===== src/rtl/imem_loader.sv =====
// Instruction-memory program loader: byte stream in, big-endian words out.
// Holds the CPU in reset while a session is in progress.
module imem_loader #(
  parameter int NUM_BITS_ADDR_BARRAMENTO = 32,
  parameter int NUM_BITS_MEM_PROG        = 32,
  parameter int NUM_BITS_ADDR_PROG       = 8
) (
  input  logic                                clk,
  input  logic                                reset,
  input  logic                                start,
  input  logic [7:0]                          rx_data,
  input  logic                                rx_valid,
  output logic                                rx_ready,
  output logic                                wr_en,
  output logic [NUM_BITS_ADDR_BARRAMENTO-1:0] wr_addr,
  output logic [NUM_BITS_MEM_PROG-1:0]        wr_data,
  output logic                                cpu_hold,
  output logic                                done,
  output logic                                err
);

  localparam int IW = NUM_BITS_ADDR_PROG + 1;
  localparam logic [16:0] DEPTH = 17'(1 << NUM_BITS_ADDR_PROG);

  typedef enum logic [2:0] {
    IDLE, LEN_HI, LEN_LO, BYTES, WRITE, DONE, ERROR
  } state_t;

  state_t         state, state_n;
  logic [15:0]    len;
  logic [IW-1:0]  word_idx;
  logic [IW-1:0]  idx_next;
  logic [1:0]     byte_cnt;
  logic [15:0]    len_full;
  logic           xfer;

  assign rx_ready = (state == LEN_HI) || (state == LEN_LO) ||
                    (state == BYTES);
  assign wr_en    = (state == WRITE);
  assign cpu_hold = rx_ready || wr_en;
  assign done     = (state == DONE);
  assign err      = (state == ERROR);

  assign xfer     = rx_valid & rx_ready;
  assign len_full = {len[15:8], rx_data};
  assign idx_next = word_idx + 1'b1;

  always_comb begin
    state_n = state;
    unique case (state)
      IDLE, DONE, ERROR: if (start) state_n = LEN_HI;
      LEN_HI: if (xfer) state_n = LEN_LO;
      LEN_LO: begin
        if (xfer) begin
          if (len_full == 16'd0)
            state_n = DONE;
          else if ({1'b0, len_full} > DEPTH)
            state_n = ERROR;
          else
            state_n = BYTES;
        end
      end
      BYTES: if (xfer && byte_cnt == 2'd3) state_n = WRITE;
      WRITE: begin
        if (16'(idx_next) == len) state_n = DONE;
        else                      state_n = BYTES;
      end
      default: state_n = IDLE;
    endcase
  end

  always_ff @(posedge clk) begin
    if (reset) begin
      state    <= IDLE;
      len      <= '0;
      word_idx <= '0;
      byte_cnt <= '0;
      wr_data  <= '0;
      wr_addr  <= '0;
    end else begin
      state <= state_n;
      unique case (state)
        IDLE, DONE, ERROR: if (start) word_idx <= '0;
        LEN_HI: if (xfer) len[15:8] <= rx_data;
        LEN_LO: begin
          if (xfer) begin
            len[7:0] <= rx_data;
            byte_cnt <= '0;
          end
        end
        BYTES: begin
          if (xfer) begin
            wr_data  <= {wr_data[NUM_BITS_MEM_PROG-9:0], rx_data};
            byte_cnt <= byte_cnt + 2'd1;
            // address is latched with the last byte so it is ready in WRITE
            if (byte_cnt == 2'd3)
              wr_addr <= NUM_BITS_ADDR_BARRAMENTO'(
                {word_idx[NUM_BITS_ADDR_PROG-1:0], 2'b00});
          end
        end
        WRITE: begin
          word_idx <= idx_next;
          byte_cnt <= '0;
        end
        default: ;
      endcase
    end
  end

endmodule


===== config.mk =====
export PLATFORM = sky130hd
export DESIGN_NAME = imem_loader
export DESIGN_NICKNAME = d
export VERILOG_FILES = /design/src/rtl/imem_loader.sv
export SDC_FILE = /design/constraint.sdc
export NUM_CORES = 1
export LEC_CHECK = 0
export CAP_MARGIN = 15
export CELL_PAD_IN_SITES_DETAIL_PLACEMENT = 1
export CELL_PAD_IN_SITES_GLOBAL_PLACEMENT = 1
export CORE_MARGIN = 4
export CORE_UTILIZATION = 30
export CTS_BUF_LIST = sky130_fd_sc_hd__clkbuf_16
export CTS_CLUSTER_SIZE = 14
export DETAILED_ROUTE_END_ITERATION = 12
export PLACE_DENSITY = 0.73
export SYNTH_ARGS = -nofsm -noshare
export SYNTH_HDL_FRONTEND = slang
export SYNTH_SLANG_ARGS = --single-unit

===== constraint.sdc =====
create_clock -name clk -period 2.4 [get_ports clk]
set_clock_uncertainty 0.15 [all_clocks]
set_input_delay 0.48 -clock clk [delete_from_list [all_inputs] [get_ports clk]]
set_output_delay 0.48 -clock clk [all_outputs]
set_load 0.02 [all_outputs]

### Yosys cells after proc, flatten, opt, wreduce, memory -nomap -nowiden

Cells that the tools add are included.

| cells by class | value |
|---|---|
| $add $sub $neg | 2 |
| magnitude comparators | 1 |
| eq/ne operators | 13 |
| muxes and demuxes | 13 |
| bitwise gates (word level) | 1 |
| reduce and logical (&&, ||, !) cells | 16 |

Operators by type and width:

| kind | number |
|---|---|
| $mux W3 | 7 |
| $pmux W9 S2 | 1 |
| $eq A9 B16 Y1 | 1 |
| $gt A16 B9 Y1 const B | 1 |
| $logic_not A16 Y1 | 1 |
| $pmux W3 S5 | 1 |
| $add A9 B1 Y9 const B | 1 |
| $eq A3 B3 Y1 const B | 3 |
| $mux W9 | 1 |
| $ne A2 B2 Y1 const B | 4 |
| $reduce_and A2 Y1 | 4 |
| $eq A3 B2 Y1 const B | 2 |
| $pmux W2 S3 | 1 |
| $reduce_and A3 Y1 | 2 |
| $mux W2 | 2 |
| $reduce_and A4 Y1 | 1 |
| $eq A3 B1 Y1 const B | 1 |
| $logic_not A3 Y1 | 1 |
| $logic_or A1 B1 Y1 | 3 |
| $reduce_bool A3 Y1 | 1 |
| $reduce_or A3 Y1 | 1 |
| $add A2 B1 Y2 const B | 1 |
| $eq A2 B2 Y1 const B | 1 |
| $ne A2 B1 Y1 const B | 1 |
| 3 further kinds | 3 |

| storage, ports and cells | value |
|---|---|
| bits in registers | 70 |
| input port bits | 12 |
| output and inout port bits | 69 |
| logic and storage cells | 53 |

### Logic depth before layout (Yosys ltp)

Gate-level depths: netlist of the first run.

| logic depth | value |
|---|---|
| depth in word-level cells | 7 |
| gate-level depth with buffers | 7 |
| gate-level depth less buffers | 6 |

### Worst setup path before layout of the first run

Ideal clock, no wire load.

| path | value |
|---|---|
| path type | register -> register |
| start | reg word_idx[0] |
| end | reg state[1] |
| library setup time | 0.120 ns |
| arrival | 1.620 ns |
| required time | 2.130 ns |
| slack | 0.510 ns |
| stages on the path, launching flop included | 7 |
| buffers on the path | 0 |
| clock period less this slack | 1.890 ns |
| path through | dfxtp_1 ha_1 nand3_1 o21ai_0 nor4b_2 o2111ai_1 o31a_1 |

| between the ends | value |
|---|---|
| word-level cells in the longest chain between the ends | 4 |

RTL lines:

| element | line | source |
|---|---|---|
| start: declaration | 31 | `logic [IW-1:0] word_idx;` |
| start signal: assignment | 102 | `word_idx <= idx_next;` |
| $add A9 B1 Y9 | 46 | `assign idx_next = word_idx + 1'b1;` |
| $eq A9 B16 Y1 | 65 | `if (16'(idx_next) == len) state_n = DONE;` |
| $mux W3 | 65 |  |
| $pmux W3 S5 | 50 | `unique case (state)` |
| end signal: assignment | 81 | `state <= state_n;` |
| end: declaration | 29 | `state_t state, state_n;` |

Every way passes these cells.
A chain may end at the register's enable or synchronous reset.

### Worst setup path in the final report of the first run

| path | value |
|---|---|
| start | reg state[2] |
| end | out cpu_hold |

| between the ends | value |
|---|---|
| word-level cells in the longest chain between the ends | 4 |
| elaborated cells on any way between the ends | 7 |
| those cells by class | eq/ne: 4; reduce/logical: 3 |

RTL lines:

| element | line | source |
|---|---|---|
| $eq A3 B1 Y1 or $eq A3 B2 Y1 (tied branches) | 37 | `assign rx_ready = (state == LEN_HI) \|\| (state == LEN_LO) \|\|` |
| $logic_or A1 B1 Y1 (2 in a row) | 37 |  |
| $logic_or A1 B1 Y1 * | 40 | `assign cpu_hold = rx_ready \|\| wr_en;` |
| end: declaration | 17 | `output logic cpu_hold,` |

Every way passes the cells marked *; elsewhere a longest branch is shown, timed or not.

==> results.json, run 1 <==
{
  "fmax_ghz": 0.427,
  "critical_path_class": "reg2out",
  "slew_headroom": 0.641,
  "ir_worst_vdd_mv": 0.357,
  "dr.pass1.iters": 4,
  "grt_pass1_wl_mm": 16.0,
  "synth-simple-area-share": 0.258,
  "min_to": "wr_data[29]",
  "cp_max_fo": 11,
  "clk_latency_ps": 330,
  "synth_warnings": 0,
  "hold_viol": 0,
  "synth_fa_ha_area_frac": 0.0109,
  "hold_buffers": 0,
  "r2r.worst_path.cells": 6,
  "fin_crit_ps": 2340,
  "cts_tree": "done",
  "cts_buffers": 9,
  "cts_root_buf": "clkbuf_16",
  "grt-ovfl-total": 0,
  "yosysSeqAreaShare": 0.422,
  "dr.first_iter.drc_count": 44,
  "hp-start": "wr_data[29]",
  "syn_area_per_cell_um2": 7.77,
  "setup_violations": 0,
  "status": "finished, final reports clean",
  "synth_cell_types": 55,
  "tightest_slew_ps": 535,
  "grt_pass1_vias": 3260,
  "startpoint": "state[2]",
  "clk_pin_slew_ps": 60,
  "syn_area_mm2": 0.00332,
  "io_pins": 81,
  "yosys_register_bits": 70,
  "p_per_area_mw_per_mm2": 742,
  "die_h_um": 113,
  "multi_input_area_mm2": 0.00170,
  "routabilityCongestion": 0.802,
  "rsz0062_at_grt": "no",
  "dp_hpwl_mm": 6.87,
  "rrSetupSlack_ps": 170,
  "reg2reg_from": "word_idx[0]",
  "die_x_um": 113,
  "holdWs_ps": 308,
  "ff_latch_area_mm2": 0.00140,
  "cp_top_family": "buffers and inverters",
  "synth_xor_xnor_area_share": 0.0385,
  "cp_cell_sequence": "buf_4 -> xnor2_1 -> clkdlybuf4s50_1",
  "drc": 0,
  "final_nets": 507,
  "via_count": 3063,
  "synthMuxAreaShare": 0.00943,
  "hold_path_depth": 2,
  "critPathLaunchType": "flop",
  "syn2layout_area_growth_pct": 30.6,
  "period_share": 0.975,
  "cts.repair.resized": 1,
  "postSynth.asyncResetShare": 0,
  "numPortBuffers": 56,
  "hold_class": "reg2reg",
  "antenna_found_initial": 0,
  "slowest_stage": "clkdlybuf4s50_1",
  "layout_commonest_cell": "nand2_1",
  "std_cell_rows": 38,
  "synth_edf_count": 0,
  "core_area_mm2": 0.0108,
  "antenna_cells": 0,
  "nFillCells": 1337,
  "required_ps": 1770,
  "drive_gt1_frac": 0.0984,
  "max_stage_delay_ps": 620,
  "reg2reg_to": "state[1]",
  "most-common-layout-cells": "118 x nand2_1, 70 x a21oi_1, 70 x dfxtp_1",
  "synth_top_family_by_area": "simple AND/OR/NAND/NOR gates",
  "cp_num_buf_inv": 2,
  "dp_slack_ps": 9.91,
  "wl_mm": 9.70,
  "grt_max_degree": 52,
  "finalSetupTns_ps": 0,
  "clkSinkCount": 70,
  "postCtsSetupBuffers": 0,
  "slew_viol_final": 0,
  "arrival_ps": 1710,
  "synth-compound-area-share": 0.167,
  "p_leak_nw": 1.58,
  "die_area_mm2": 0.0128,
  "setup_ws_ps": 60.4,
  "via_per_inst": 4.80,
  "clockBufferDepth": 2,
  "track_usage": 0.154,
  "synth_ff_type": "dfxtp_1",
  "start_util": 0.306,
  "routedWlPerCell_um": 15.2,
  "syn_inst": 427,
  "maxCapViolCount": 0,
  "ctsHtreeMaxLevel": 3,
  "ant_nets": 0,
  "endpoint_kind": "output pin"
}
## layer usage
layer  vias to the layer above  share of wire  global-route usage
met1                      1474           0.42               0.173
met4                         0         0.0097              0.0393
li1                       1524              -                   -
met5                         -              0                   0
met2                        57           0.54               0.289
met3                         8          0.033              0.0369
## state kept, by name, summed over array words and instances (netlist names)
register	count
len	16
byte_cnt	2
wr_addr	8
word_idx	9
state	3
wr_data	32
## where the power goes
part / internal (mW) / switching [mW]
Sequential: 1.21 / 0.0419
Clock: 0.805 / 0.518
Combinational: 0.244 / 0.398
Total: 2.26 / 0.958
## worst max path at each step
stage / cells past startpoint / slack, ps / to
final: 3 / 60 / cpu_hold
after global placement: 7 / 60 / state[1]
after CTS: 3 / 30 / done
after detailed placement: 7 / 10 / state[1]
after global routing: 3 / 10 / cpu_hold
after floorplan: 6 / 510 / state[1]
## layout make-up
type	count	share of cell area
multi-input combinational	332	0.393
clock inverter	7	0.0170
tap	140	0.0405
clock buffer	9	0.0520
timing repair buffer	77	0.172
sequential	70	0.324
inverter	3	0.00260
## logic make-up (layout without fill, tap and decap cells)
kind of cell	count (synthesis)	after routing
AOI/OAI and AO/OA	99	99
xor gates and xnor gates	13	13
adders and majority gates	3	3
buffers and inverters	48	96
DFF	70	70
muxes	3	3
other	1	24
and+or+nand+nor	190	190
## synthesized netlist by cell type (2+ instances only)
master	instances	share of area
o21ai_1	2	0.0030
buf_4	25	0.057
nor2b_1	2	0.0038
nand2b_1	2	0.0038
xor2_1	6	0.016
clkbuf_1	10	0.011
nor2_1	23	0.026
or3_1	3	0.0057
ha_1	2	0.0075
and3_1	4	0.0075
xnor2_1	6	0.016
buf_2	6	0.0091
o21ai_0	11	0.017
inv_1	2	0.0023
nor4_1	3	0.0057
a21oi_1	70	0.11
nand2_1	118	0.13
a21o_1	2	0.0045
nand3b_1	3	0.0068
a22oi_1	3	0.0068
clkbuf_8	2	0.0083
nor3_1	4	0.0060
dfxtp_1	70	0.42
nand3_1	16	0.024
mux2i_1	2	0.0060
## through the flow
| step | instance area (um^2) | power (mW) | utilization | instances |
|---|---|---|---|---|
| floorplan | 3400 | 1.71 | - | 450 |
| global placement | 4020 | 1.89 | 0.371 | 622 |
| detailed placement | 4020 | 1.91 | 0.371 | 622 |
| CTS | 4330 | 3.25 | 0.399 | 638 |
| global route | 4330 | 3.37 | 0.399 | 638 |
| finish | 4330 | 3.21 | 0.399 | 638 |
## worst reg2reg max path, delay by kind of cell, from the launching register on
family                     cells  cell delay, ps
AOI/OAI and AO/OA              3             700
and+or+nand+nor                2             410
adders and majority gates      1             380
DFF                            1             480
Power figures use the tool's default switching activity.
==> run 2: changes to the inputs <==
--- a/config.mk
+++ b/config.mk
@@ -5,15 +5,16 @@
 export SDC_FILE = /design/constraint.sdc
 export NUM_CORES = 1
 export LEC_CHECK = 0
-export CAP_MARGIN = 15
+export CAP_MARGIN = 20
 export CELL_PAD_IN_SITES_DETAIL_PLACEMENT = 1
 export CELL_PAD_IN_SITES_GLOBAL_PLACEMENT = 1
-export CORE_MARGIN = 4
+export CORE_MARGIN = 10
 export CORE_UTILIZATION = 30
 export CTS_BUF_LIST = sky130_fd_sc_hd__clkbuf_16
 export CTS_CLUSTER_SIZE = 14
 export DETAILED_ROUTE_END_ITERATION = 12
 export PLACE_DENSITY = 0.73
+export RECOVER_POWER = 25
 export SYNTH_ARGS = -nofsm -noshare
 export SYNTH_HDL_FRONTEND = slang
 export SYNTH_SLANG_ARGS = --single-unit
==> run 2 against run 1 <==
Compared with the run above: first-iteration DRC count rose to 3.8 times the previous value; fmax rose by 1.2%; non-clock buffer count up 4; total power grew 0.25%; wire length up 3.4%; cell area increased by 0.35%; worst hold slack got worse by 3.8 ps; die area grew 22%; largest power group unchanged; register-to-register slack better by 110 ps; sequential share of layout area is 0.083 points lower; sequential cell count unchanged.
==> results.json, run 2 (same netlist as run 1, synthesis figures left out) <==
{
  "ff_latch_area_mm2": 0.00140,
  "cp_top_family": "buffers and inverters",
  "max_stage_delay_ps": 620,
  "numPortBuffers": 56,
  "rsz0062_at_grt": "no",
  "drc": 0,
  "p_clk_frac": 0.415,
  "via_per_inst": 4.91,
  "tightest_slew_ps": 510,
  "clk_latency_ps": 330,
  "slew_viol_final": 0,
  "postCtsSetupBuffers": 0,
  "ctsHtreeMaxLevel": 3,
  "track_usage": 0.126,
  "multi_input_area_mm2": 0.00169,
  "slowest_stage": "clkdlybuf4s50_1",
  "dr.first_iter.drc_count": 165,
  "dp_hpwl_mm": 7.43,
  "ir_worst_vdd_mv": 0.317,
  "layout_commonest_cell": "nand2_1",
  "die_h_um": 125,
  "routabilityCongestion": 0.829,
  "start_util": 0.306,
  "critical_path_class": "reg2out",
  "final_nets": 511,
  "routedWlPerCell_um": 15.6,
  "hold_viol": 0,
  "p_sw_frac": 0.298,
  "wl_mm": 10.0,
  "p_per_area_mw_per_mm2": 741,
  "dr.pass1.iters": 4,
  "fin_crit_ps": 2310,
  "cp_max_fo": 6,
  "std_cell_rows": 38,
  "hold_buffers": 0,
  "share_comb_of_total_power": 0.196,
  "ant_nets": 0,
  "core_area_mm2": 0.0108,
  "grt_pass1_vias": 3400,
  "status": "finished, final reports clean",
  "endpoint_kind": "output pin",
  "finalSetupTns_ps": 0,
  "cts_tree": "done",
  "fmax_ghz": 0.432,
  "maxCapViolCount": 0,
  "most-common-layout-cells": "118 x nand2_1, 70 x a21oi_1, 69 x dfxtp_1",
  "regMostFlops": "wr_data",
  "cts_buffers": 9,
  "grt-ovfl-total": 0,
  "clkSinkCount": 70,
  "die_x_um": 125,
  "clockBufferDepth": 2,
  "antenna_found_initial": 0,
  "nFillCells": 1354,
  "p_leak_nw": 1.66,
  "hold_class": "reg2reg",
  "via_count": 3151,
  "syn2layout_area_growth_pct": 31.0,
  "netSwitchingPower_mw": 0.961,
  "cts_root_buf": "clkbuf_16",
  "cp_num_buf_inv": 2,
  "largest_reg_flops": 32,
  "top_regs": "wr_data x32, len x16, word_idx x9",
  "setup_violations": 0,
  "critPathLaunchType": "flop",
  "slew_headroom": 0.660,
  "p_total_mw": 3.22,
  "grt_max_degree": 49,
  "pwr-share-seq": 0.388,
  "p_int_mw": 2.26,
  "die_area_mm2": 0.0157,
  "holdWs_ps": 304,
  "required_ps": 1770,
  "grt_pass1_wl_mm": 16.7,
  "antenna_cells": 0,
  "cp_cell_sequence": "nor2_4 -> nand2_1 -> inv_1 -> clkdlybuf4s50_1",
  "drive_gt1_frac": 0.104,
  "arrival_ps": 1680,
  "io_pins": 81,
  "clk_pin_slew_ps": 60,
  "period_share": 0.964
}
## run 2: cell types whose count changed in the layout (fill, tap and decap cells not counted)
cell,delta
clkbuf_2,+1
dfxtp_1,-1
clkdlybuf4s50_1,-17
a21oi_4,-1
nand3_1,+1
inv_6,+2
a21oi_2,+1
clkinv_1,+1
clkinvlp_4,-3
nand3_2,-1
dfxtp_2,+1
buf_4,+3
dlygate4sd3_1,+17
## run 2: worst paths after layout
check	from	to	slack [ps]	cells past startpoint
hold reg to reg	wr_data[29]	wr_data[29]	300	2
setup / recovery	state[1]	wr_en	90	4
hold / removal	wr_data[29]	wr_data[29]	300	2
setup reg to reg	state[1]	word_idx[5]	280	6
## run 2: area by class of cell
cell class | instances | share of cell area
Clock buffer | 9 | 0.0518
Clock inverter | 7 | 0.0167
Inverter | 3 | 0.00259
Multi-Input combinational cell | 332 | 0.388
Sequential cell | 70 | 0.323
Tap cell | 140 | 0.0403
Timing Repair Buffer | 81 | 0.177
## run 2: timing repair
action | 4_1_cts | 5_1_grt
pin swaps | 0 | 0
endpoints found under the hold margin | 0 | 0
endpoints found under the setup margin | 1 | 2
gates resized for setup | 2 | 2
cloned | 0 | 0
## run 2: worst register-to-register path: cells and delay by family (launching register included)
kind,cells,cell delay [ps]
compound gates,3,720
fa+ha+maj,1,340
buf+inv,2,440
flops,1,410
## run 2: per-layer routing
metal | vias to the layer above | global-route usage | routed length, um
met5 | - | 0 | 0
met3 | 15 | 0.0351 | 517
met4 | 0 | 0.0454 | 192
li1 | 1536 | - | -
met2 | 76 | 0.228 | 5110
met1 | 1524 | 0.136 | 4220
## run 2: through the flow
step                 util  instance area [um^2]  instances  worst slack [ps]
finish              0.401                  4350        642              87.2
global route        0.401                  4350        642              4.62
CTS                 0.402                  4360        642              33.1
detailed placement  0.374                  4050        626              53.0
global placement    0.374                  4050        626               118
floorplan               -                  3400        450               510
## run 2: power by group through the flow
stage | combinational (mW) | clock [mW] | sequential, mW
detailed placement | 0.645 | 0 | 1.27
global placement | 0.630 | 0 | 1.27
finish | 0.632 | 1.34 | 1.25
global route | 0.699 | 1.41 | 1.26
CTS | 0.652 | 1.36 | 1.25
floorplan | 0.443 | 0 | 1.27
==> run 3: changes to the inputs <==
--- a/config.mk
+++ b/config.mk
@@ -8,7 +8,7 @@
 export CAP_MARGIN = 20
 export CELL_PAD_IN_SITES_DETAIL_PLACEMENT = 1
 export CELL_PAD_IN_SITES_GLOBAL_PLACEMENT = 1
-export CORE_MARGIN = 10
+export CORE_MARGIN = 2
 export CORE_UTILIZATION = 30
 export CTS_BUF_LIST = sky130_fd_sc_hd__clkbuf_16
 export CTS_CLUSTER_SIZE = 14
==> run 3 against run 2 <==
Compared with the run above: global-route usage increased by 4.2 points; die area decreased by 24%; critical path depth unchanged; combinational power about the same; sequential cell count unchanged; worst setup slack got worse by 10 ps; critical path type unchanged.
==> results.json, run 3 (same netlist as run 1, synthesis figures left out) <==
{
  "cts_tree": "done",
  "fin_crit_ps": 2320,
  "ir_worst_vdd_mv": 0.301,
  "slew_headroom": 0.659,
  "endpoint_kind": "output pin",
  "reg2reg_to": "state[1]",
  "cp_top_family": "buffers and inverters",
  "clockBufferDepth": 2,
  "ant_nets": 0,
  "io_pins": 81,
  "top_regs": "wr_data x32, len x16, word_idx x9",
  "std_cell_rows": 38,
  "antenna_found_initial": 0,
  "cts_root_buf": "clkbuf_16",
  "slowest_stage": "clkdlybuf4s50_1",
  "max_stage_delay_ps": 620,
  "reg2reg_from": "word_idx[1]",
  "dp_hpwl_mm": 6.85,
  "start_util": 0.307,
  "setup_violations": 0,
  "hold_class": "reg2reg",
  "cp_max_fo": 7,
  "place_area_mm2": 0.00404,
  "clk_pin_slew_ps": 60,
  "maxCapViolCount": 0,
  "grt-ovfl-total": 0,
  "fin_util": 0.400,
  "hold_path_depth": 2,
  "routabilityCongestion": 0.805,
  "rrSetupSlack_ps": 320,
  "min_to": "wr_addr[4]",
  "grt_max_degree": 52,
  "ctsHtreeMaxLevel": 3,
  "startpoint": "state[1]",
  "largest_reg_flops": 32,
  "grt_pass1_vias": 3218,
  "track_usage": 0.168,
  "holdWs_ps": 303,
  "critical_path_class": "reg2out",
  "required_ps": 1770,
  "layout_commonest_cell": "nand2_1",
  "p_leak_nw": 1.64,
  "period_share": 0.968,
  "slew_viol_final": 0,
  "arrival_ps": 1690,
  "grt_pass1_wl_mm": 15.6,
  "most-common-layout-cells": "118 x nand2_1, 70 x a21oi_1, 69 x dfxtp_1",
  "p_per_area_mw_per_mm2": 724,
  "wl_mm": 9.65,
  "fin_area_mm2": 0.00432,
  "cts_buffers": 9,
  "routedWlPerCell_um": 15.1,
  "regMostFlops": "wr_data",
  "hold_viol": 0,
  "fmax_ghz": 0.430,
  "via_count": 3102,
  "dr.pass1.iters": 4,
  "via_per_inst": 4.85,
  "core_area_mm2": 0.0108,
  "postCtsSetupBuffers": 0,
  "numPortBuffers": 56,
  "die_h_um": 109,
  "clk_latency_ps": 340,
  "critPathLaunchType": "flop",
  "finalSetupTns_ps": 0,
  "cp_num_buf_inv": 2,
  "drc": 0,
  "die_area_mm2": 0.0119,
  "hp-start": "wr_addr[4]",
  "final_nets": 509,
  "status": "finished, final reports clean",
  "clkSinkCount": 70,
  "cp_cell_sequence": "nor2_4 -> nand2_1 -> inv_1 -> clkdlybuf4s50_1",
  "antenna_cells": 0,
  "syn2layout_area_growth_pct": 30.1,
  "r2r.worst_path.cells": 6,
  "die_x_um": 109,
  "drive_gt1_frac": 0.102,
  "dr.first_iter.drc_count": 107,
  "rsz0062_at_grt": "no",
  "tightest_slew_ps": 509
}
-- run 3: cell type report --
type                            count  area [um^2]
Sequential cell                    70         1400
Timing Repair Buffer               79          761
Clock buffer                        9          225
Fill cell                        1301         6480
Tap cell                          140          175
Multi-Input combinational cell    332         1690
Inverter                            3         11.3
Clock inverter                      7         47.5
-- run 3: worst max-delay path by stage --
stage / end / depth (start not counted) / slack [ps]
final: wr_en / 4 / 80
after global routing: wr_en / 4 / 0.3
after CTS: err / 3 / 40
after detailed placement: state[1] / 7 / 40
after global placement: state[1] / 7 / 100
after floorplan: state[1] / 6 / 510
-- run 3: worst register-to-register path: cells and delay by family, from the launching register on --
family                     cells  cell delay (ps)
AOI/OAI and AO/OA              3              680
adders and majority gates      1              350
and+or+nand+nor                2              390
DFF                            1              400
-- run 3: what timing repair did --
action,4_1_cts,5_1_grt
cloned,0,0
endpoints found under the hold margin,0,0
resized for setup,2,3
hold buffers,0,0
endpoints found under the setup margin,1,3
-- run 3: power by group --
| part | leakage (nW) | internal (mW) | switching (mW) |
|---|---|---|---|
| Sequential | 0.565 | 1.21 | 0.0450 |
| Clock | 0.132 | 0.701 | 0.537 |
| Combinational | 0.943 | 0.244 | 0.391 |
-- run 3: per-stage QoR --
step           worst slack [ps]  std cells  power [mW]
2_1_floorplan               510        450        1.71
3_3_place_gp                102        624        1.89
3_5_place_dp               38.1        624        1.91
4_1_cts                    36.4        640        3.15
5_1_grt                   0.344        640        3.24
6_report                   77.0        640        3.12
-- run 3: layer usage --
layer	GRT usage	vias up	part of all wire
li1	-	1530	-
met1	0.197	1481	0.44
met2	0.296	71	0.50
met3	0.0377	20	0.041
met4	0.0650	0	0.024
met5	0	-	0
